--- src/rtl/rx_sample_assembler_pkg.sv ---
// Shared definitions for the RX byte-pair to FIR sample assembler.
// Holds the FSM encoding, default widths and the drop counter ceiling.
package rx_sample_assembler_pkg;

    typedef enum logic [1:0] {
        IDLE    = 2'd0,
        GET_MSB = 2'd1,
        ISSUE   = 2'd2
    } state_t;

    localparam int BYTE_W_DEF   = 8;
    localparam int SAMPLE_W_DEF = 16;

    localparam logic [7:0] DROP_SAT = 8'd255;

endpackage

--- src/rtl/rx_sample_assembler_gap.sv ---
// Inter-byte gap counter: measures cycles spent waiting for the MSB.
// expire is asserted while enabled on the last allowed waiting cycle.
module rx_gap_timer #(
    parameter int TO_W        = 16,
    parameter int TIMEOUT_CYC = 50000
) (
    input  logic clk,
    input  logic rst,
    input  logic clear,
    input  logic enable,
    output logic expire
);

    localparam logic [TO_W-1:0] LAST = TO_W'(TIMEOUT_CYC - 1);

    logic [TO_W-1:0] count;

    always_ff @(posedge clk) begin
        if (!rst) begin
            count <= '0;
        end else if (clear) begin
            count <= '0;
        end else if (enable) begin
            count <= count + 1'b1;
        end
    end

    assign expire = enable && (count == LAST);

endmodule

--- src/rtl/rx_sample_assembler.sv ---
// Packs UART bytes (LSB first) into 16-bit FIR samples with a start strobe,
// an MSB timeout guard and overrun accounting for bytes arriving while blocked.
module rx_sample_assembler
    import rx_sample_assembler_pkg::*;
#(
    parameter int BYTE_W      = BYTE_W_DEF,
    parameter int SAMPLE_W    = SAMPLE_W_DEF,
    parameter int TO_W        = 16,
    parameter int TIMEOUT_CYC = 50000
) (
    input  logic                clk,
    input  logic                rst,
    input  logic                RxD_data_ready,
    input  logic [BYTE_W-1:0]   RxD_data,
    input  logic                FIR_busy,
    input  logic                ovr_clr,
    output logic [SAMPLE_W-1:0] FIR_sample,
    output logic                FIR_start,
    output logic                timeout_err,
    output logic                overrun,
    output logic [7:0]          drop_cnt
);

    state_t            state;
    logic [BYTE_W-1:0] lsb;
    logic              gap_clear;
    logic              gap_enable;
    logic              gap_expire;
    logic              drop;

    assign gap_clear  = (state == IDLE) && RxD_data_ready;
    assign gap_enable = (state == GET_MSB) && !RxD_data_ready;
    // Every byte seen in ISSUE is lost, including the one on the leaving cycle.
    assign drop       = (state == ISSUE) && RxD_data_ready;

    rx_gap_timer #(
        .TO_W        (TO_W),
        .TIMEOUT_CYC (TIMEOUT_CYC)
    ) u_gap (
        .clk    (clk),
        .rst    (rst),
        .clear  (gap_clear),
        .enable (gap_enable),
        .expire (gap_expire)
    );

    always_ff @(posedge clk) begin
        if (!rst) begin
            state       <= IDLE;
            lsb         <= '0;
            FIR_sample  <= '0;
            FIR_start   <= 1'b0;
            timeout_err <= 1'b0;
            overrun     <= 1'b0;
            drop_cnt    <= '0;
        end else begin
            FIR_start   <= 1'b0;
            timeout_err <= 1'b0;

            case (state)
                IDLE: begin
                    if (RxD_data_ready) begin
                        lsb   <= RxD_data;
                        state <= GET_MSB;
                    end
                end
                GET_MSB: begin
                    // A byte on the final waiting cycle beats the timeout.
                    if (RxD_data_ready) begin
                        FIR_sample <= {RxD_data, lsb};
                        state      <= ISSUE;
                    end else if (gap_expire) begin
                        timeout_err <= 1'b1;
                        state       <= IDLE;
                    end
                end
                ISSUE: begin
                    if (!FIR_busy) begin
                        FIR_start <= 1'b1;
                        state     <= IDLE;
                    end
                end
                default: state <= IDLE;
            endcase

            if (drop) begin
                overrun  <= 1'b1;
                if (ovr_clr) begin
                    drop_cnt <= 8'd1;
                end else if (drop_cnt != DROP_SAT) begin
                    drop_cnt <= drop_cnt + 8'd1;
                end
            end else if (ovr_clr) begin
                overrun  <= 1'b0;
                drop_cnt <= '0;
            end
        end
    end

endmodule

--- config.mk ---
export PLATFORM = sky130hd
export DESIGN_NAME = rx_sample_assembler
export DESIGN_NICKNAME = d
export VERILOG_FILES = /design/src/rtl/rx_sample_assembler_pkg.sv /design/src/rtl/rx_sample_assembler_gap.sv /design/src/rtl/rx_sample_assembler.sv
export SDC_FILE = /design/constraint.sdc
export NUM_CORES = 1
export LEC_CHECK = 0
export ABC_AREA = 1
export CORE_ASPECT_RATIO = 1.75
export CORE_MARGIN = 8
export CORE_UTILIZATION = 45
export CTS_CLUSTER_SIZE = 14
export DETAILED_ROUTE_END_ITERATION = 6
export PLACE_DENSITY_LB_ADDON = 0.12
export SYNTH_ARGS = -nofsm -noshare
export SYNTH_HDL_FRONTEND = slang
export SYNTH_SLANG_ARGS = --single-unit
--- constraint.sdc ---
create_clock -name clk -period 2.36 [get_ports clk]
set_input_delay 0.354 -clock clk [delete_from_list [all_inputs] [get_ports clk]]
set_output_delay 0.354 -clock clk [all_outputs]
set_load 0.01 [all_outputs]
; Yosys cells after proc, flatten, opt, wreduce, memory -nomap -nowiden
; Index checks and enable logic that the tools add are counted.
[classes]
addsub = 2
mul = 0
div_mod_pow = 0
magnitude_cmp = 0
eq_ne = 7
shift = 0
muxes = 13
bitwise = 2
n_reduce_logical = 15
[ops]
columns = op, count
row1 = 8-bit 2-to-1 mux, 4
row2 = "16-bit by 1-bit adder with 16-bit output, second input constant", 1
row3 = "16-bit == test, second input constant", 1
row4 = "8-bit by 1-bit adder with 8-bit output, second input constant", 1
row5 = 2-bit 2-to-1 mux, 4
row6 = "8-bit != test, second input constant", 1
row7 = 2-bit AND reduction, 4
row8 = 2-bit one-hot mux with 3 select lines, 1
row9 = 1-bit logical AND, 4
row10 = 1-bit 2-to-1 mux, 4
row11 = "2-bit != test, second input constant", 2
row12 = 2-bit nonzero test, 2
row13 = "3-bit != test, second input constant", 1
row14 = 3-bit AND reduction, 1
row15 = 3-bit OR reduction, 1
row16 = "2-bit by 1-bit == test with 1-bit output, second input constant", 1
row17 = "2-bit == test, second input constant", 1
row18 = 2-bit zero test, 1
row19 = 1-bit NOT, 2
row20 = 2-bit OR reduction, 1
row21 = 1-bit zero test, 1
[totals]
register_bits = 53
latch_bits = 0
mem_bits_rw = 0
rom_bits = 0
input_bits = 13
out_inout_bits = 27
word_cells = 47
memories = 0

; Logic depth before layout (Yosys ltp)
; Gate-level depths: netlist (run 1).
[depth]
ltp_word = 6
mapped_depth = 10
ltp_nobuf = 10

; Modules after synthesis
; A second synthesis (run 1) with hierarchy kept.
[hier_totals]
hier_cells = 344
area_unflattened_um2 = 2479.9
[modules_own_cells]
columns = mod, n_inst, cells_per_inst, area_per_inst_um2, seq_area_each_um2
row1 = rx_sample_assembler, 1, 211, 1589.0, 740.7
row2 = rx_gap_timer, 1, 133, 890.9, 320.3

; Least setup slack after synthesis (run 1)
; No wires, ideal clock.
[synth_timing]
kind = register to register
startpoint = reg drop_cnt[0]
endpoint = reg drop_cnt[5]
setup_time_ns = 0.109
arrival_ns = 1.373
t_required_ns = 2.251
path_slack_ns = 0.878
path_stages_with_launch = 11
n_path_buf = 0
synth_period_minus_slack_ns = 1.482
path_cell_list = dfxtp_1 ha_1 nand2_1 nor2_1 nand2_1 o21ai_2 nand2_1 nand2_1 nand2_1 nand2_1 inv_1
[synth_via]
elab_chain_len = 4
elab_cells_between_ends = 7
classes_between = add/sub: 1 / eq/ne: 1 / mux: 3 / reduce/logical: 2
[synth_rtl]
columns = element, line_no
row1 = from (decl), rx_sample_assembler.sv:21  ; output logic [7:0] drop_cnt
row2 = from (signal assigned), rx_sample_assembler.sv:91  ; drop_cnt <= drop_cnt + 8'd1;
row3 = 8-bit by 1-bit adder with 8-bit output, rx_sample_assembler.sv:91
row4 = 8-bit 2-to-1 mux, rx_sample_assembler.sv:90  ; end else if (drop_cnt != DROP_SAT) begin
row5 = 8-bit 2-to-1 mux, rx_sample_assembler.sv:88  ; if (ovr_clr) begin
row6 = 8-bit 2-to-1 mux, rx_sample_assembler.sv:86  ; if (drop) begin
; Several ways; a longest one is shown, not always the timed one. The select of a mux whose other input is x is not followed.
; A chain may end at the register's enable or synchronous reset.

; Final worst setup path (run 1)
[layout_timing]
startpoint = reg state[0]
endpoint = reg FIR_sample[14]
[layout_via]
elab_chain_len = 2
[layout_rtl]
columns = element, line_no
row1 = from (decl), rx_sample_assembler.sv:24  ; state_t state;
row2 = from (signal assigned), rx_sample_assembler.sv:49  ; state <= IDLE;
row3 = from (signal assigned), rx_sample_assembler.sv:64  ; state <= GET_MSB;
row4 = from (signal assigned), rx_sample_assembler.sv:71  ; state <= ISSUE;
row5 = 2-bit by 1-bit == test with 1-bit output, rx_sample_assembler.sv:60  ; case (state)
row6 = 2-bit AND reduction (no source line), n/a
row7 = to (signal assigned), rx_sample_assembler.sv:70  ; FIR_sample <= {RxD_data, lsb};
row8 = to (decl), rx_sample_assembler.sv:17  ; output logic [SAMPLE_W-1:0] FIR_sample,
; Every way passes these cells.

==> results of run 1 <==
[cells in the mapped netlist]
master / n / area share
a21oi_1: 39 / 0.081
a31oi_1: 1 / 0.0026
buf_1: 1 / 0.0016
buf_2: 4 / 0.0083
buf_4: 1 / 0.0031
clkbuf_1: 3 / 0.0047
clkbuf_2: 1 / 0.0021
dfxtp_1: 53 / 0.44
ha_1: 2 / 0.010
inv_1: 35 / 0.055
inv_2: 2 / 0.0031
nand2_1: 82 / 0.13
nand2_2: 1 / 0.0026
nand2_4: 1 / 0.0047
nand3_1: 34 / 0.071
nand4_1: 10 / 0.026
nor2_1: 46 / 0.072
nor2_4: 4 / 0.019
nor3_1: 7 / 0.015
nor4_1: 1 / 0.0026
o21ai_0: 17 / 0.035
o21ai_2: 1 / 0.0037
or2_0: 1 / 0.0026
xnor2_1: 1 / 0.0037
[registers in the layout (all words and copies together) (netlist names)]
signal / count
timeout_err: 1
u_gap.count: 16
lsb: 8
FIR_sample: 16
FIR_start: 1
overrun: 1
state: 2
drop_cnt: 8
[worst max-delay path by stage]
stage	cells past startpoint	slack, ns	to
6_report	5	0.69	FIR_sample[14]$_SDFFE_PN0P_
3_3_place_gp	7	0.48	drop_cnt[2]$_SDFFE_PN0P_
5_1_grt	5	0.45	FIR_sample[14]$_SDFFE_PN0P_
4_1_cts	5	0.66	FIR_sample[6]$_SDFFE_PN0P_
3_5_place_dp	7	0.43	u_gap.count[15]$_SDFFE_PP0P_
2_1_floorplan	10	0.88	drop_cnt[5]$_SDFFE_PN0P_
[power by group]
group          switching [uW]  total (uW)  internal, uW
Combinational            90.5         153          62.2
Sequential               14.1         932           918
Clock                     305         623           318
Total                     410        1710          1300
[worst max-delay path, cell delays in order, from the launching register on]
cell     delay, ns
dfxtp_1       0.37
inv_1         0.11
nor2_4        0.36
nand2_1       0.49
nand2_1       0.17
a21oi_1       0.07
[per-stage QoR]
step	power [uW]	hold slack (ns)	cells
after detailed placement	1110	0.452	436
final	1710	0.464	444
after global routing	1790	0.485	444
after global placement	1110	0.449	436
after CTS	1730	0.467	444
after floorplan	1040	0.433	348
[layer usage]
layer | vias up | share of wire | track usage | wire (um)
met3 | 25 | 0.043 | 0.0321 | 258
li1 | 1210 | - | - | -
met1 | 1025 | 0.39 | 0.153 | 2360
met4 | 0 | 0.052 | 0.103 | 317
met2 | 56 | 0.52 | 0.278 | 3130
met5 | - | 0 | 0 | 0
[layout make-up]
type / count / area (um^2)
repair buffers: 43 / 420
well taps: 55 / 68.8
clock buffers: 5 / 68.8
flip-flops and latches: 53 / 1060
clock inverters: 3 / 46.3
inverters: 37 / 139
multi-input cells: 248 / 1150
fillers: 509 / 2250
[kinds of logic after synthesis]
group           count (synthesis)  synth area share
buf+inv                        47            0.0777
fa+ha+maj                       2            0.0104
simple gates                  187             0.343
flops                          53             0.442
xor+xnor                        1           0.00365
compound gates                 58             0.123
==> key figures, run 1 <==
Run
  – MaxCap Viol Count: 0

Clock network
  – CTS Hold Buffers Added: 0
  – Clk sinks: 53
  – CTS tree: built
  – Clock transition at path regs: 0.10 ns
  – Post-CTS sizing: 0
  – Clk buf depth: 2
  – Inserted Clock Buffers: 5
  – Clock Latency Late Sink: 0.31 ns
  – Post CTS Setup Buffer Count: 0
  – Root Driver: clkbuf_8
  – H-Tree Level Count: 2

Layout
  – Most frequent cells in the layout: nand2_1 (82), dfxtp_1 (53), nor2_1 (46), a21oi_1 (39), clkdlybuf4s50_1 (39)
  – Net count, final: 403
  – Antenna fix cells: 0
  – Final core occ: 0.567
  – Fraction of layout cells with a size suffix above 1: 0.0540
  – Final Cell Area: 2960 um^2
  – Synth-to-Final Area Change: 23.2%
  – Leading cell type in the layout, fill and taps excluded: nand2_1

Floorplan
  – Initial Util: 0.461
  – FP Rows: 35
  – DIE AREA: 8020 um^2
  – Die X-Extent: 71.2 um
  – Die span in y: 113 um
  – Ports: 40
  – CORE AREA: 5210 um^2

Route
  – DR vias/cell: 5.22
  – Drt first pass iters: 4
  – WL/cell: 13.7 um
  – Routed WL: 6.06 mm
  – Iter 0 DRT Violations: 123
  – Via total after detailed routing: 2316
  – Post-route DRC: 0
  – Post-DRT Antenna Nets: 0

STA
  – Final worst path period share: 0.710
  – PnR worst setup slack: 0.685 ns
  – Final setup viols: 0
  – Slew at the pin closest to its max-slew limit: 0.583 ns
  – Minimum clock period: 1.67 ns
  – Final hold viol count: 0
  – F_max: 597 MHz
  – Final Max Tran Viols: 0
  – RSZ-0062 raised after global routing: false
  – Final clock skew: 0.0108 ns
  – Setup_tns: 0 ns
  – Slew HR: 0.610

Yosys
  – Cell variety after synth: 24
  – Mapped Nets: 363
  – Register area share after synthesis: 0.442
  – Yosys warns: 0
  – Mean Syn Cell Area: 6.90 um^2
  – Cell Area, Synth: 2400 um^2
  – Cell count after synthesis: 348
  – Number of synthesized register bits: 53

Hold path
  – Min-Delay Endpoint: FIR_sample[0]$_SDFFE_PN0P_
  – Hold depth: 2
  – HP Class: reg -> reg
  – Hold wc startpoint: FIR_sample[0]$_SDFFE_PN0P_

Place
  – GP Congestion: 0.931
  – Post-place setup slack: 0.432 ns
  – Placement Cell Area: 2840 um^2
  – PortBufs: 39
  – Dpl hpwl: 4.69 mm

Global routing
  – Congestion Overflow GR: 0
  – First-pass GRT wire length: 10.1 mm
  – GRT Util Overall: 0.155
  – Vias in the first global route: 2228
  – Initial antenna violation count: 0
  – Largest net degree at the start of global routing: 19

Setup path
  – Critical path arrival: 1.88 ns
  – FF-to-FF Start: state[0]$_SDFFE_PN0P_
  – Reg2reg setup slack: 0.69 ns
  – R2r worst-path depth: 5
  – Critical path peak fanout: 18
  – R2r endpoint: FIR_sample[14]$_SDFFE_PN0P_
  – CP startpoint kind: flop
  – Crit path launch: state[0]$_SDFFE_PN0P_
  – Worst EP required: 2.57 ns
  – Worst Setup Path Type: reg -> reg
  – Worst Setup End Kind: flop

Power and ir drop
  – Peak supply drop: 0.000281 V
  – Pwr Density: 578 nW/um^2
  – Leak: 0.00103 uW

Status
  – Outcome: finished, final reports clean
No activity file was read; power rests on OpenSTA's default activity.
==> run 2: changes to the inputs <==
==> constraint.sdc (replaced) <==
create_clock -name clk -period 1.4 [get_ports clk]
set_input_delay 0.21 -clock clk [delete_from_list [all_inputs] [get_ports clk]]
set_output_delay 0.21 -clock clk [all_outputs]
set_load 0.01 [all_outputs]
==> key figures, run 2 (synthesis gave the netlist of run 1 again) <==
Clock network
  – Clk sinks: 53 (unchanged)
  – Clock Latency Late Sink: 0.31 ns (about the same)
  – Clk buf depth: 2 (unchanged)
  – H-Tree Level Count: 2 (unchanged)
  – Clock transition at path regs: 0.11 ns (was 0.10 ns)
  – CTS Hold Buffers Added: 0 (unchanged)
  – Inserted Clock Buffers: 5 (unchanged)
  – CTS tree: built (unchanged)
  – Root Driver: clkbuf_8 (unchanged)

Layout
  – Leading cell type in the layout, fill and taps excluded: nand2_1 (unchanged)
  – Most frequent cells in the layout: nand2_1 (78), dfxtp_1 (47), buf_4 (43), nor2_1 (38), a21oi_1 (38) (was nand2_1 (82), dfxtp_1 (53), nor2_1 (46), a21oi_1 (39), clkdlybuf4s50_1 (39))
  – Final Instance Count excl. Fillers: 484 (was 444)
  – Synth-to-Final Area Change: 38.8% (was 23.2%)
  – Fill cells: 502 (was 509)
  – Sequential standard cell area: 1070 um^2 (was 1060 um^2)
  – Final core occ: 0.639 (was 0.567)
  – Multi-input logic area: 1250 um^2 (was 1150 um^2)
  – Final Cell Area: 3330 um^2 (was 2960 um^2)
  – Fraction of layout cells with a size suffix above 1: 0.203 (was 0.0540)
  – Biggest regs: FIR_sample x16, u_gap.count x16 (unchanged)
  – Antenna fix cells: 0 (unchanged)
  – Net count, final: 443 (was 403)

STA
  – F_max: 749 MHz (was 597 MHz)
  – Setup_tns: 0 ns (unchanged)
  – Slew at the pin closest to its max-slew limit: 0.359 ns (was 0.583 ns)
  – Final Max Tran Viols: 0 (unchanged)
  – Final hold viol count: 0 (unchanged)
  – RSZ-0062 raised after global routing: true (was false)
  – Final setup viols: 0 (unchanged)
  – Final worst path period share: 0.954 (was 0.710)
  – PnR worst setup slack: 0.0646 ns (was 0.685 ns)
  – Minimum clock period: 1.34 ns (was 1.67 ns)
  – Slew HR: 0.759 (was 0.610)
  – Final clock skew: 0.0127 ns (was 0.0108 ns)

Setup path
  – Critical path arrival: 1.58 ns (was 1.88 ns)
  – Worst Setup Path Type: reg -> reg (unchanged)
  – Worst EP required: 1.64 ns (was 2.57 ns)
  – Slowest CP cell: dfxtp_4 (was nand2_1)
  – Reg2reg setup slack: 0.06 ns (was 0.69 ns)
  – Crit path top cell by count: nand2_2 (was nand2_1)
  – R2r worst-path depth: 9 (was 5)
  – CP peak stage delay: 0.36 ns (was 0.49 ns)
  – Critical Path, Cell by Cell: ha_4, nand2_2, nor2_4, nand2_2, buf_6, inv_4, a31oi_2, nand2_1, a21oi_2 (was inv_1, nor2_4, nand2_1, nand2_1, a21oi_1)
  – Worst Setup End Kind: flop (unchanged)
  – R2r endpoint: drop_cnt[4]$_SDFFE_PN0P_ (was FIR_sample[14]$_SDFFE_PN0P_)
  – Critical path peak fanout: 2 (was 18)
  – CP startpoint kind: flop (unchanged)
  – FF-to-FF Start: drop_cnt[1]$_SDFFE_PN0P_ (was state[0]$_SDFFE_PN0P_)

Hold path
  – Min-Delay Endpoint: FIR_sample[2]$_SDFFE_PN0P_ (was FIR_sample[0]$_SDFFE_PN0P_)
  – Hold depth: 2 (unchanged)
  – HP Class: reg -> reg (unchanged)
  – Hold wc startpoint: FIR_sample[2]$_SDFFE_PN0P_ (was FIR_sample[0]$_SDFFE_PN0P_)

Global routing
  – Largest net degree at the start of global routing: 19 (unchanged)
  – Congestion Overflow GR: 0 (unchanged)
  – Initial antenna violation count: 0 (unchanged)
  – First-pass GRT wire length: 11.0 mm (was 10.1 mm)
  – GRT Util Overall: 0.168 (was 0.155)
  – Vias in the first global route: 2480 (was 2228)

Place
  – Dpl hpwl: 5.09 mm (was 4.69 mm)
  – Placement Cell Area: 3140 um^2 (was 2840 um^2)
  – Dpl cells: 472 (was 436)
  – PortBufs: 39 (unchanged)
  – Post-place setup slack: -0.157 ns (was 0.432 ns)
  – GP Congestion: 0.905 (was 0.931)

Power and ir drop
  – Leak: 0.00139 uW (was 0.00103 uW)
  – Peak supply drop: 0.000546 V (was 0.000281 V)
  – Pwr Density: 828 nW/um^2 (was 578 nW/um^2)

Status
  – Outcome: finished, final reports clean (unchanged)

Route
  – Via total after detailed routing: 2504 (was 2316)
  – Iter 0 DRT Violations: 160 (was 123)
  – Routed WL: 6.66 mm (was 6.06 mm)
  – Drt first pass iters: 4 (unchanged)
  – DR vias/cell: 5.17 (was 5.22)
  – Post-route DRC: 0 (unchanged)
  – Post-DRT Antenna Nets: 0 (unchanged)
  – WL/cell: 13.8 um (was 13.7 um)

Floorplan
  – CORE AREA: 5210 um^2 (unchanged)
  – DIE AREA: 8020 um^2 (unchanged)
  – FP Rows: 35 (unchanged)
  – Die X-Extent: 71.2 um (unchanged)
  – Ports: 40 (unchanged)
  – Die span in y: 113 um (unchanged)
  – Initial Util: 0.461 (unchanged)

Run
  – MaxCap Viol Count: 0 (unchanged)
==> run 2: metal layers <==
metal / track usage / part of all wire / up-vias
met1: 0.164 / 0.38 / 1141
met3: 0.0339 / 0.038 / 24
met2: 0.309 / 0.54 / 52
met4: 0.101 / 0.046 / 0
li1: - / - / 1287
met5: 0 / 0 / -
==> run 2: report_power, final <==
part | switching [uW] | internal (uW)
clock | 529 | 362
combinational | 171 | 130
sequential | 20.4 | 1540
==> run 2: final cells by class <==
class	count	share of cell area
clock buffers	5	0.0207
well taps	55	0.0207
clock inverters	3	0.00751
inverters	37	0.0424
repair buffers	83	0.211
multi-input cells	248	0.376
flip-flops and latches	53	0.322
==> run 2: how the worst max path moves through the flow <==
stage | from | to
floorplan | drop_cnt[1]$_SDFFE_PN0P_ | drop_cnt[5]$_SDFFE_PN0P_
detailed placement | RxD_data_ready | u_gap.count[13]$_SDFFE_PP0P_
global route | drop_cnt[1]$_SDFFE_PN0P_ | drop_cnt[4]$_SDFFE_PN0P_
finish | drop_cnt[1]$_SDFFE_PN0P_ | drop_cnt[4]$_SDFFE_PN0P_
global placement | RxD_data_ready | u_gap.count[5]$_SDFFE_PP0P_
CTS | FIR_sample[14]$_SDFFE_PN0P_ | FIR_sample[14]
==> run 2: critical path, delay by kind of cell (launching register included) <==
family,cells,cell delay [ns]
AO/OA/AOI/OAI,2,0.26
AND/OR/NAND/NOR,4,0.34
flip-flops,1,0.36
adder cells (fa/ha/maj),1,0.16
buffers and inverters,2,0.16
==> run 2: metrics by stage <==
step	hold slack [ns]	total power (uW)
4_1_cts	0.464	2790
3_3_place_gp	0.446	1900
5_1_grt	0.481	2910
3_5_place_dp	0.451	1900
2_1_floorplan	0.289	1750
6_report	0.461	2760
==> run 2: repair_timing <==
action / in CTS / in global routing
resized for setup: 30 / 25
buffers inserted: 2 / 2
pin swaps: 1 / 5
endpoints found under the setup margin: 31 / 22
